### src/rtl/pipe_pkg.sv
// Shared types for the skid stage: occupancy state encoding and its width.
package pipe_pkg;

  localparam int OCC_W = 2;

  // Encoding doubles as the occupancy count (0/1/2 held entries).
  typedef enum logic [OCC_W-1:0] {
    EMPTY = 2'd0,
    ONE   = 2'd1,
    FULL  = 2'd2
  } skid_state_e;

  function automatic logic [OCC_W-1:0] occ_of(input skid_state_e s);
    return OCC_W'(s);
  endfunction

endpackage

### src/rtl/pipe_skid_stage_if.sv
// Handshake, payload and delay-slot signals between the skid stage and its neighbours.
interface pipe_skid_stage_if #(
  parameter int WIDTH = 128
);

  logic                       flush;
  logic                       in_valid;
  logic                       in_ready;
  logic [WIDTH-1:0]           in_data;
  logic                       out_valid;
  logic                       out_ready;
  logic [WIDTH-1:0]           out_data;
  logic                       pc_adv;
  logic                       next_in_ds;
  logic                       in_ds_o;
  logic [pipe_pkg::OCC_W-1:0] occupancy;

  modport master (
    output flush, in_valid, in_data, out_ready, pc_adv, next_in_ds,
    input  in_ready, out_valid, out_data, in_ds_o, occupancy
  );

  modport slave (
    input  flush, in_valid, in_data, out_ready, pc_adv, next_in_ds,
    output in_ready, out_valid, out_data, in_ds_o, occupancy
  );

endinterface

### src/rtl/pipe_ds_tracker.sv
// Delay-slot flag tracker: the flag for decode is refreshed DS_LAG cycles after
// the fetch PC advances, folding in any delay-slot hints seen on accepted payloads.
module pipe_ds_tracker
  import pipe_pkg::*;
#(
  parameter int DS_LAG = 2
) (
  input  logic clk,
  input  logic rst,
  input  logic flush,
  input  logic pc_adv,
  input  logic next_in_ds,
  input  logic accept,
  output logic in_ds_o
);

  logic [DS_LAG-1:0] hist_q, hist_d, hist_shift;
  logic              saved_q, saved_d;
  logic              in_ds_q, in_ds_d;

  generate
    if (DS_LAG == 1) begin : g_lag_one
      assign hist_shift = pc_adv;
    end else begin : g_lag_many
      assign hist_shift = {hist_q[DS_LAG-2:0], pc_adv};
    end
  endgenerate

  always_comb begin
    hist_d  = hist_q;
    saved_d = saved_q;
    in_ds_d = in_ds_q;
    if (flush) begin
      hist_d  = '0;
      saved_d = 1'b0;
      in_ds_d = 1'b0;
    end else begin
      hist_d = hist_shift;
      // The lagged PC advance wins over a same-cycle accept; its hint is folded in directly.
      if (hist_q[DS_LAG-1]) begin
        in_ds_d = saved_q | next_in_ds;
        saved_d = 1'b0;
      end else if (accept) begin
        saved_d = saved_q | next_in_ds;
      end
    end
  end

  always_ff @(posedge clk) begin
    if (rst) begin
      hist_q  <= '0;
      saved_q <= 1'b0;
      in_ds_q <= 1'b0;
    end else begin
      hist_q  <= hist_d;
      saved_q <= saved_d;
      in_ds_q <= in_ds_d;
    end
  end

  assign in_ds_o = in_ds_q;

endmodule

### src/rtl/pipe_skid_stage.sv
// Two-entry skid buffer pipeline stage with registered ready and delay-slot tracking.
module pipe_skid_stage
  import pipe_pkg::*;
#(
  parameter int WIDTH  = 128,
  parameter int DS_LAG = 2
) (
  input  logic               clk,
  input  logic               rst,
  pipe_skid_stage_if.slave   bus
);

  skid_state_e      state_q, state_d;
  logic [WIDTH-1:0] main_q, main_d;
  logic [WIDTH-1:0] skid_q, skid_d;
  logic             in_ready;
  logic             out_valid;
  logic             accept;
  logic             emit;

  // Ready depends only on the state register, never on out_ready.
  assign in_ready  = (state_q != FULL);
  assign out_valid = (state_q != EMPTY);
  assign accept    = bus.in_valid & in_ready;
  assign emit      = out_valid & bus.out_ready;

  always_comb begin
    state_d = state_q;
    main_d  = main_q;
    skid_d  = skid_q;
    if (bus.flush) begin
      state_d = EMPTY;
      main_d  = '0;
      skid_d  = '0;
    end else begin
      unique case (state_q)
        EMPTY: begin
          if (accept) begin
            state_d = ONE;
            main_d  = bus.in_data;
          end
        end
        ONE: begin
          if (accept && !emit) begin
            state_d = FULL;
            skid_d  = bus.in_data;
          end else if (accept && emit) begin
            main_d  = bus.in_data;
          end else if (emit) begin
            state_d = EMPTY;
          end
        end
        FULL: begin
          if (emit) begin
            state_d = ONE;
            main_d  = skid_q;
          end
        end
        default: state_d = EMPTY;
      endcase
    end
  end

  always_ff @(posedge clk) begin
    if (rst) begin
      state_q <= EMPTY;
      main_q  <= '0;
      skid_q  <= '0;
    end else begin
      state_q <= state_d;
      main_q  <= main_d;
      skid_q  <= skid_d;
    end
  end

  assign bus.in_ready  = in_ready;
  assign bus.out_valid = out_valid;
  assign bus.out_data  = main_q;
  assign bus.occupancy = occ_of(state_q);

  pipe_ds_tracker #(
    .DS_LAG (DS_LAG)
  ) u_ds (
    .clk        (clk),
    .rst        (rst),
    .flush      (bus.flush),
    .pc_adv     (bus.pc_adv),
    .next_in_ds (bus.next_in_ds),
    .accept     (accept),
    .in_ds_o    (bus.in_ds_o)
  );

endmodule

### src/flat_wrapper.sv
// flat-port wrapper written by rule: the top's interface ports become plain ports
module pipe_skid_stage_flat import pipe_pkg::*;
#(
  parameter int WIDTH  = 128,
  parameter int DS_LAG = 2
)
  (clk, rst, bus_flush, bus_in_valid, bus_in_data, bus_out_ready, bus_pc_adv, bus_next_in_ds, bus_in_ready, bus_out_valid, bus_out_data, bus_in_ds_o, bus_occupancy);
  pipe_skid_stage_if #(.WIDTH(WIDTH)) bus_i ();
  input  logic clk;
  input  logic rst;
  input wire logic [$bits(bus_i.flush)-1:0] bus_flush;
  input wire logic [$bits(bus_i.in_valid)-1:0] bus_in_valid;
  input wire logic [$bits(bus_i.in_data)-1:0] bus_in_data;
  input wire logic [$bits(bus_i.out_ready)-1:0] bus_out_ready;
  input wire logic [$bits(bus_i.pc_adv)-1:0] bus_pc_adv;
  input wire logic [$bits(bus_i.next_in_ds)-1:0] bus_next_in_ds;
  output wire logic [$bits(bus_i.in_ready)-1:0] bus_in_ready;
  output wire logic [$bits(bus_i.out_valid)-1:0] bus_out_valid;
  output wire logic [$bits(bus_i.out_data)-1:0] bus_out_data;
  output wire logic [$bits(bus_i.in_ds_o)-1:0] bus_in_ds_o;
  output wire logic [$bits(bus_i.occupancy)-1:0] bus_occupancy;
  assign bus_i.flush = bus_flush;
  assign bus_i.in_valid = bus_in_valid;
  assign bus_i.in_data = bus_in_data;
  assign bus_i.out_ready = bus_out_ready;
  assign bus_i.pc_adv = bus_pc_adv;
  assign bus_i.next_in_ds = bus_next_in_ds;
  assign bus_in_ready = bus_i.in_ready;
  assign bus_out_valid = bus_i.out_valid;
  assign bus_out_data = bus_i.out_data;
  assign bus_in_ds_o = bus_i.in_ds_o;
  assign bus_occupancy = bus_i.occupancy;
  pipe_skid_stage #(.WIDTH(WIDTH), .DS_LAG(DS_LAG)) u_core (.clk(clk), .rst(rst), .bus(bus_i));
endmodule
### config.mk
export PLATFORM = sky130hd
export DESIGN_NAME = pipe_skid_stage_flat
export DESIGN_NICKNAME = d
export VERILOG_FILES = /design/src/rtl/pipe_pkg.sv /design/src/rtl/pipe_skid_stage_if.sv /design/src/rtl/pipe_ds_tracker.sv /design/src/rtl/pipe_skid_stage.sv /design/src/flat_wrapper.sv
export SDC_FILE = /design/constraint.sdc
export NUM_CORES = 1
export LEC_CHECK = 0
export ABC_CLOCK_PERIOD_IN_PS = 2800
export CORE_ASPECT_RATIO = 1.4
export CORE_MARGIN = 8
export CORE_UTILIZATION = 49
export CTS_CLUSTER_DIAMETER = 100
export DETAILED_ROUTE_END_ITERATION = 6
export PLACE_DENSITY = 0.78
export SLEW_MARGIN = 30
export SYNTH_ARGS = -nofsm -noshare
export SYNTH_HDL_FRONTEND = slang
export SYNTH_SLANG_ARGS = --single-unit
### constraint.sdc
create_clock -name clk -period 2.8 [get_ports clk]
set_input_delay 0.28 -clock clk [delete_from_list [all_inputs] [get_ports clk]]
set_output_delay 0.28 -clock clk [all_outputs]
set_load 0.02 [all_outputs]
==> results of run 1 <==
power by group:
group / internal, uW / total (uW) / leakage (uW) / switching [uW]
combinational: 536 / 1120 / 0.00319 / 585
sequential: 3830 / 3890 / 0.00213 / 66.7
clock: 2300 / 3740 / 0.000467 / 1440
total: 6660 / 8750 / 0.00579 / 2090
flip-flops by register name, summed over array words and instances (netlist names):
register	cells
u_core.bus.occupancy	2
u_core.bus.out_data	128
u_core.skid_q	128
u_core.u_ds.hist_q	2
u_core.u_ds.in_ds_o	1
u_core.u_ds.saved_q	1
critical path, stage by stage (launching register included):
cell	delay, ns
dfxtp_1	0.60
nand2b_4	0.39
clkdlybuf4s50_1	0.68
cells in the mapped netlist:
cell	count	area, um2
a211oi_1	160	1200
a211oi_2	97	1210
a21o_1	1	7.51
a21oi_1	130	651
a31oi_1	1	6.26
and2_1	2	12.5
and3b_1	1	8.76
and4bb_2	1	12.5
buf_1	2	7.51
buf_2	72	360
buf_4	4	30.0
buf_6	8	90.1
buf_8	2	30.0
clkbuf_1	40	150
dfxtp_1	262	5250
mux2i_1	129	1290
nand2_1	258	968
nand2b_1	2	12.5
nand4bb_1	1	11.3
nor2_1	3	11.3
nor2b_2	1	8.76
nor3_1	1	5.00
o21a_1	1	7.51
o21ai_0	1	5.00
or2_1	1	6.26
or2_2	1	6.26
or3b_2	1	8.76
area by class of cell:
| class | count | share of cell area (%) |
|---|---|---|
| diodes | 5 | 0.0825 |
| multi-input cells | 793 | 36.3 |
| well taps | 306 | 2.52 |
| flip-flops and latches | 262 | 34.6 |
| clock buffers | 41 | 5.46 |
| clock inverters | 7 | 0.726 |
| repair buffers | 293 | 20.3 |
final timing paths:
| kind | to | start | depth (start not counted) | slack (ns) |
|---|---|---|---|---|
| worst max register to register | u_core.bus.out_data[59] | u_core.bus.occupancy[0] | 4 | 0.88 |
| worst min-delay path | u_core.skid_q[95] | bus_in_data[95] | 3 | 0.34 |
| worst max-delay path | bus_in_ready | u_core.bus.occupancy[0] | 2 | 0.33 |
| worst min register to register | u_core.u_ds.hist_q[1] | u_core.u_ds.hist_q[0] | 1 | 0.43 |
through the flow:
| stage | hold WS [ns] | cells | worst slack, ns | total power, uW | utilization (%) |
|---|---|---|---|---|---|
| 2_1_floorplan | 0.353 | 1183 | 1.26 | 4550 | - |
| 3_3_place_gp | 0.410 | 1654 | 0.648 | 5080 | 61.7 |
| 3_5_place_dp | 0.417 | 1654 | 0.582 | 5100 | 61.7 |
| 4_1_cts | 0.316 | 1702 | 0.293 | 8830 | 65.8 |
| 5_1_grt | 0.326 | 1707 | 0.197 | 9060 | 65.8 |
| 6_report | 0.335 | 1707 | 0.327 | 8750 | 65.8 |
kinds of logic after synthesis:
group | Yosys count
AOI/OAI and AO/OA | 391
buffers and inverters | 128
DFF | 262
muxes | 129
and+or+nand+nor | 273
metal layers:
metal	track usage, %	wire [um]
met2	37.5	16600
met3	3.60	1930
met1	27.4	13300
met4	9.47	920
met5	0	0
==> flow_metrics.py, run 1 <==
metrics = {
    "drt": {
        "final_antenna_net_count": 0,
        "first_iter_violations": 588,
        "avgRoutedWirePerCell_um": 19.2,
        "vias_per_cell": 5.63,
        "first_pass_iters": 5,
        "finalWirelength_mm": 32.8,
        "drc": 0,
        "vias": 9617,
    },
    "logic_synthesis": {
        "synth_simple_gate_area_share_pct": 9.43,
        "synth-xor-area-share_pct": 0,
        "synth_cell_types": 27,
        "synth_top_family_by_area": "compound AO/OA/AOI/OAI gates",
        "synthAdderAreaFrac_pct": 0,
        "seq_area_frac_synth_pct": 46.1,
        "syn_area_um2": 11400,
        "yosys_warnings": 0,
        "synth_seq_cells": 262,
        "synth.avg_cell_area_um2": 9.61,
        "synth_mux_area_share_pct": 11.4,
        "syn_nets": 1318,
        "syn-instance-count": 1183,
        "synth-compound-area-share_pct": 27.2,
    },
    "sta": {
        "period_share_pct": 88.3,
        "setup_tns_ns": 0,
        "worst_slew_pin_slew_ns": 0.672,
        "timing.fmax_ghz": 0.404,
        "setup_viol": 0,
        "hold_violations": 0,
        "grt_setup_unrepaired": "false",
        "relSlewSlack_pct": 55.2,
        "finClkSkew_ns": 0.00854,
        "slew_viol_final": 0,
        "period_needed_ns": 2.47,
    },
    "finish": {
        "final_common_cell": "clkdlybuf4s50_1",
        "drive_gt1_share_pct": 12.7,
        "multi_input_area_um2": 5510,
        "regArea_um2": 5250,
        "nets": 1511,
        "area_delta_synth_final_pct": 33.4,
        "design_area_um2": 15200,
        "fillers": 1790,
        "layout_common_cells": "clkdlybuf4s50_1 (267), dfxtp_1 (262), nand2_1 (258)",
    },
    "global_route": {
        "grt_overflow": 0,
        "grt_pass1_vias": 9649,
        "antenna_found_initial": 5,
        "grt_usage_pct": 22.3,
        "grt_pass1_wl_mm": 51.7,
        "grt_max_degree": 130,
    },
    "floorplanning": {
        "rows": 66,
        "core_area_um2": 23000,
        "die_y_um": 196,
        "die_w_um": 145,
        "die_area_um2": 28400,
        "pin_count": 268,
        "start_util_pct": 49.3,
    },
    "clocking": {
        "numCtsBuffers": 26,
        "cts_resized": 0,
        "clk_path_buf_depth": 3,
        "ctsHoldBuffers": 0,
        "clock_sinks": 262,
        "path_clk_slew_ns": 0.06,
        "cts_tree": "built",
        "root_buffer": "clkbuf_16",
        "cts_max_level": 1,
        "clk_latency_ns": 0.52,
        "post_cts_buffers": 0,
    },
    "flow_run": {
        "maxCapViolCount": 0,
    },
    "setup_path": {
        "critPathCaptureType": "output port",
        "startpoint_type": "flip-flop",
        "cp.required_ns": 2.52,
        "cp_max_fo": 12,
        "arrival_ns": 2.19,
        "path_class": "reg2out",
    },
    "placement": {
        "gp_congestion": 0.785,
        "io_buffers": 267,
        "placed_area_um2": 14200,
        "dp_hpwl_mm": 20.7,
    },
    "pwr": {
        "peakVddDrop_mv": 0.460,
        "p_per_area_nw_per_um2": 577,
        "leakage_uw": 0.00579,
    },
    "hold_path": {
        "holdCritPathClass": "in2reg",
    },
    "status": {
        "outcome": "finished clean",
    },
}
(Power assumes the default switching activity.)
==> run 2, diff against run 1 <==
CORE_UTILIZATION = 54   (was 49)
PLACE_DENSITY = 0.85   (was 0.78)
SKIP_LAST_GASP = 1   (was unset)
==> run 2 against run 1 <==
  * Count of clock-buffer cells in the layout shrank 4
  * Critical path type unchanged
  * First-iteration DRC count shrank 0.68%
  * Global-route usage grew 1.7 points
  * Total power shrank 5.1%
  * Critical endpoint unchanged
  * Clock skew shrank 0.00079 ns
  * Hold slack gained 0.0023 ns
  * Clock power shrank 12%
  * Sequential power is essentially flat
  * Utilization grew 6.0 points
  * Non-clock buffer count shrank 1
==> flow_metrics.py, run 2 (same netlist as run 1, synthesis figures left out) <==
metrics = {
    "finish": {
        "fillers": 1501,
        "regArea_um2": 5250,
        "layout_common_cells": "clkdlybuf4s50_1 (267), dfxtp_1 (262), nand2_1 (258)",
        "area_delta_synth_final_pct": 32.0,
        "final_common_cell": "clkdlybuf4s50_1",
        "design_area_um2": 15000,
        "nets": 1509,
        "drive_gt1_share_pct": 12.2,
        "multi_input_area_um2": 5510,
    },
    "clocking": {
        "numCtsBuffers": 25,
        "cts_max_level": 1,
        "clk_path_buf_depth": 3,
        "post_cts_buffers": 0,
        "clock_sinks": 262,
        "ctsHoldBuffers": 0,
        "path_clk_slew_ns": 0.07,
        "cts_tree": "built",
        "root_buffer": "clkbuf_16",
        "clk_latency_ns": 0.51,
        "cts_resized": 0,
    },
    "sta": {
        "period_share_pct": 84.0,
        "setup_viol": 0,
        "period_needed_ns": 2.35,
        "worst_slew_pin_slew_ns": 0.460,
        "slew_viol_final": 0,
        "finClkSkew_ns": 0.00775,
        "setup_tns_ns": 0,
        "timing.fmax_ghz": 0.425,
        "holdWs_ns": 0.338,
        "hold_violations": 0,
        "grt_setup_unrepaired": "false",
        "relSlewSlack_pct": 69.3,
    },
    "placement": {
        "placed_area_um2": 14200,
        "io_buffers": 267,
        "dp_hpwl_mm": 21.1,
        "gp_congestion": 0.781,
    },
    "floorplanning": {
        "die_area_um2": 26000,
        "die_y_um": 188,
        "rows": 63,
        "die_w_um": 139,
        "core_area_um2": 20900,
        "start_util_pct": 54.4,
        "pin_count": 268,
    },
    "pwr": {
        "swShare_pct": 24.9,
        "power.switching_uw": 2060,
        "p_per_area_nw_per_um2": 554,
        "p_int_uw": 6240,
        "clkPwrFrac_pct": 39.5,
        "combPwrFrac_pct": 13.6,
        "pwr-share-seq_pct": 46.8,
        "peakVddDrop_mv": 0.517,
        "leakage_uw": 0.00572,
    },
    "drt": {
        "first_iter_violations": 584,
        "final_antenna_net_count": 0,
        "vias_per_cell": 5.91,
        "drc": 0,
        "first_pass_iters": 5,
        "finalWirelength_mm": 32.9,
        "vias": 9783,
        "avgRoutedWirePerCell_um": 19.9,
    },
    "setup_path": {
        "critPathCaptureType": "output port",
        "arrival_ns": 2.07,
        "path_class": "reg2out",
        "startpoint_type": "flip-flop",
        "cp_max_fo": 19,
        "cp.required_ns": 2.52,
    },
    "hold_path": {
        "holdCritPathClass": "in2reg",
    },
    "global_route": {
        "grt_max_degree": 81,
        "grt_overflow": 0,
        "grt_pass1_vias": 9843,
        "grt_pass1_wl_mm": 52.8,
        "antenna_found_initial": 4,
        "grt_usage_pct": 24.0,
    },
    "flow_run": {
        "maxCapViolCount": 0,
    },
    "status": {
        "outcome": "finished clean",
    },
}
run 2: cell types whose count changed in the layout (fill, tap and decap cells not counted), sizes merged:
cell / delta
clkbuf: -4
bufinv: -2
clkinvlp: +2
buf: -1
clkinv: +1
diode: -1
run 2: power by group through the flow:
stage	sequential (uW)	combinational [uW]	clock, uW
finish	3890	1130	3280
global route	3900	1200	3490
CTS	3890	1140	3330
detailed placement	3970	1130	0
global placement	3970	1110	0
floorplan	4070	487	0
run 2: worst paths after layout:
check | depth (start not counted) | slack (ns) | to | from
worst max-delay path | 2 | 0.45 | bus_in_ready | u_core.bus.occupancy[1]
worst min-delay path | 2 | 0.34 | u_core.u_ds.hist_q[0] | bus_pc_adv
worst max register to register | 4 | 0.97 | u_core.bus.out_data[50] | u_core.bus.occupancy[1]
worst min register to register | 1 | 0.43 | u_core.u_ds.hist_q[1] | u_core.u_ds.hist_q[0]
run 2: per-layer routing:
metal | GRT usage (%) | share of wire [%] | wire length, um
met5 | 0 | 0 | 0
met4 | 11.2 | 4.0 | 1310
met3 | 4.96 | 6.0 | 1980
met2 | 42.0 | 51 | 16700
met1 | 27.4 | 39 | 12900
run 2: cell type report:
cell class,instances,share of cell area (%)
multi-input combinational,793,36.7
sequential,262,35.0
timing repair buffer,292,20.8
clock buffer,37,4.80
tap,260,2.17
clock inverter,8,0.467
antenna,4,0.0667
run 2: worst max-delay path, stage by stage, from the launching register on:
cell	delay, ns
dfxtp_1	0.58
nand2b_4	0.33
clkdlybuf4s50_1	0.64
run 2: metrics by stage:
step	total power [uW]	cells	setup WS, ns	utilization, %
finish	8310	1656	0.447	71.8
detailed placement	5100	1607	0.706	68.0
CTS	8360	1652	0.408	71.8
global placement	5080	1607	0.741	68.0
global route	8590	1656	0.350	71.8
floorplan	4550	1183	1.26	-
==> run 3, diff against run 2 <==
ABC_CLOCK_PERIOD_IN_PS = 2200   (was 2800)
CORE_UTILIZATION = 50   (was 54)
PLACE_DENSITY = 0.79   (was 0.85)
clock period = 2.2 ns   (was 2.8 ns; I/O delays follow)
==> run 3 against run 2 <==
  * Design area is 1.4% higher
  * Count of clock-buffer cells in the layout is 6 lower
  * Total power is 33% higher
  * Critical endpoint is now bus_out_valid
  * Sequential power is 27% higher
  * Largest cell class unchanged
==> flow_metrics.py, run 3 (same netlist as run 1, synthesis figures left out) <==
metrics = {
    "clocking": {
        "numCtsBuffers": 25,
        "cts_max_level": 1,
        "clk_path_buf_depth": 3,
        "clock_sinks": 262,
        "clk_latency_ns": 0.51,
        "path_clk_slew_ns": 0.06,
        "root_buffer": "clkbuf_16",
        "post_cts_buffers": 0,
        "cts_tree": "built",
    },
    "sta": {
        "holdWs_ns": 0.286,
        "period_needed_ns": 2.10,
        "period_share_pct": 95.3,
        "setup_tns_ns": 0,
        "timing.fmax_ghz": 0.477,
        "worst_slew_pin_slew_ns": 0.421,
        "finClkSkew_ns": 0.0103,
        "relSlewSlack_pct": 71.9,
        "slew_viol_final": 0,
        "setup_viol": 0,
        "grt_setup_unrepaired": "false",
        "hold_violations": 0,
    },
    "drt": {
        "first_iter_violations": 638,
        "finalWirelength_mm": 33.6,
        "drc": 0,
        "vias_per_cell": 5.75,
        "dr_wl_met2_mm": 16.9,
        "final_antenna_net_count": 0,
        "wl_met3_mm": 2.28,
        "highest-signal-layer": "met5",
        "first_pass_iters": 6,
        "avgRoutedWirePerCell_um": 19.7,
        "met1_length_mm": 13.1,
        "vias": 9792,
    },
    "hold_path": {
        "holdCritPathClass": "in2reg",
    },
    "global_route": {
        "grt_max_degree": 78,
        "grt_pass1_vias": 9870,
        "antenna_found_initial": 5,
        "grt_overflow": 0,
        "grt_pass1_wl_mm": 53.8,
        "grt_usage_pct": 23.4,
    },
    "pwr": {
        "leakage_uw": 0.00581,
        "peakVddDrop_mv": 0.518,
        "p_per_area_nw_per_um2": 724,
        "total_power_uw": 11000,
    },
    "setup_path": {
        "cp.required_ns": 1.98,
        "critPathCaptureType": "output port",
        "crit_family": "buffers and inverters",
        "cp_max_fo": 7,
        "arrival_ns": 1.88,
        "startpoint_type": "flip-flop",
        "path_class": "reg2out",
        "worstPathCellList": "buf_4 -> or2_2 -> clkdlybuf4s50_1",
        "slowest_delay_ns": 0.54,
        "critPathSlowestCell": "clkdlybuf4s50_1",
        "worst-path-buf-inv": 2,
    },
    "floorplanning": {
        "die_w_um": 143,
        "die_area_um2": 27900,
        "rows": 65,
        "die_y_um": 194,
        "start_util_pct": 50.6,
        "pin_count": 268,
        "core_area_um2": 22400,
    },
    "placement": {
        "dp.cells": 1656,
        "dp_hpwl_mm": 21.7,
        "io_buffers": 267,
        "gp_congestion": 0.779,
    },
    "finish": {
        "drive_gt1_share_pct": 13.1,
        "fillers": 1793,
        "area_delta_synth_final_pct": 33.8,
        "final_common_cell": "clkdlybuf4s50_1",
        "layout.cells.non_filler": 1704,
        "nets": 1517,
        "layout_common_cells": "clkdlybuf4s50_1 (267), dfxtp_1 (261), nand2_1 (258)",
    },
    "status": {
        "outcome": "finished clean",
    },
    "flow_run": {
        "maxCapViolCount": 0,
    },
}
==> run 3: cell types whose count changed in the layout (fill, tap and decap cells not counted) <==
cell        previous run  this run
clkinv_4               0         1
clkinv_2               5         7
dfxtp_1              262       261
bufinv_16              1         5
clkbuf_1               7         2
dfxtp_2                0         1
clkbuf_8               5         4
buf_4                  4        12
clkinvlp_4             2         0
==> run 3: report_power, final <==
group | switching [uW] | total (uW) | internal [uW]
logic | 760 | 1460 | 698
clock network | 1800 | 4600 | 2800
registers | 82.8 | 4950 | 4870
total | 2640 | 11000 | 8370
==> run 3: repair_timing <==
item | 4_1_cts | 5_1_grt
setup endpoints to repair | 0 | 2
hold endpoints to repair | 0 | 0
resized for setup | 0 | 1
hold buffers | 0 | 0
==> run 3: tightest hold or removal path, stage by stage <==
cell and delay (ns):
clkdlybuf4s50_1 0.42, nand2_1 0.06, a21oi_1 0.05
==> run 3: layout make-up <==
| class | count | area [um2] | share of cell area [%] |
|---|---|---|---|
| multi-input cells | 793 | 5510 | 36.2 |
| flip-flops and latches | 262 | 5250 | 34.5 |
| repair buffers | 300 | 3180 | 20.9 |
| clock buffers | 31 | 688 | 4.53 |
| well taps | 301 | 377 | 2.48 |
| clock inverters | 13 | 194 | 1.28 |
| diodes | 4 | 10.0 | 0.0658 |
==> run 3: final timing paths <==
path / from / end / slack, ns / cells after the start
setup / recovery: u_core.bus.occupancy[0] / bus_out_valid / 0.10 / 3
setup reg to reg: u_core.bus.occupancy[0] / u_core.bus.out_data[10] / 0.47 / 5
hold / removal: bus_in_data[123] / u_core.skid_q[123] / 0.29 / 3
hold reg to reg: u_core.u_ds.hist_q[0] / u_core.u_ds.hist_q[1] / 0.44 / 1
==> run 3: per-layer routing <==
metal	global-route usage, %	up-vias
met5	0	-
met4	11.0	2
met3	4.81	76
met2	39.6	335
met1	27.6	4720
li1	-	4659
==> run 3: per-stage QoR <==
stage	area, um2	worst slack (ns)	util, %
3_5_place_dp	14300	0.212	63.8
2_1_floorplan	11400	0.657	-
5_1_grt	15200	0.0334	67.7
3_3_place_gp	14300	0.276	63.8
4_1_cts	15200	0.0431	67.7
6_report	15200	0.103	67.7
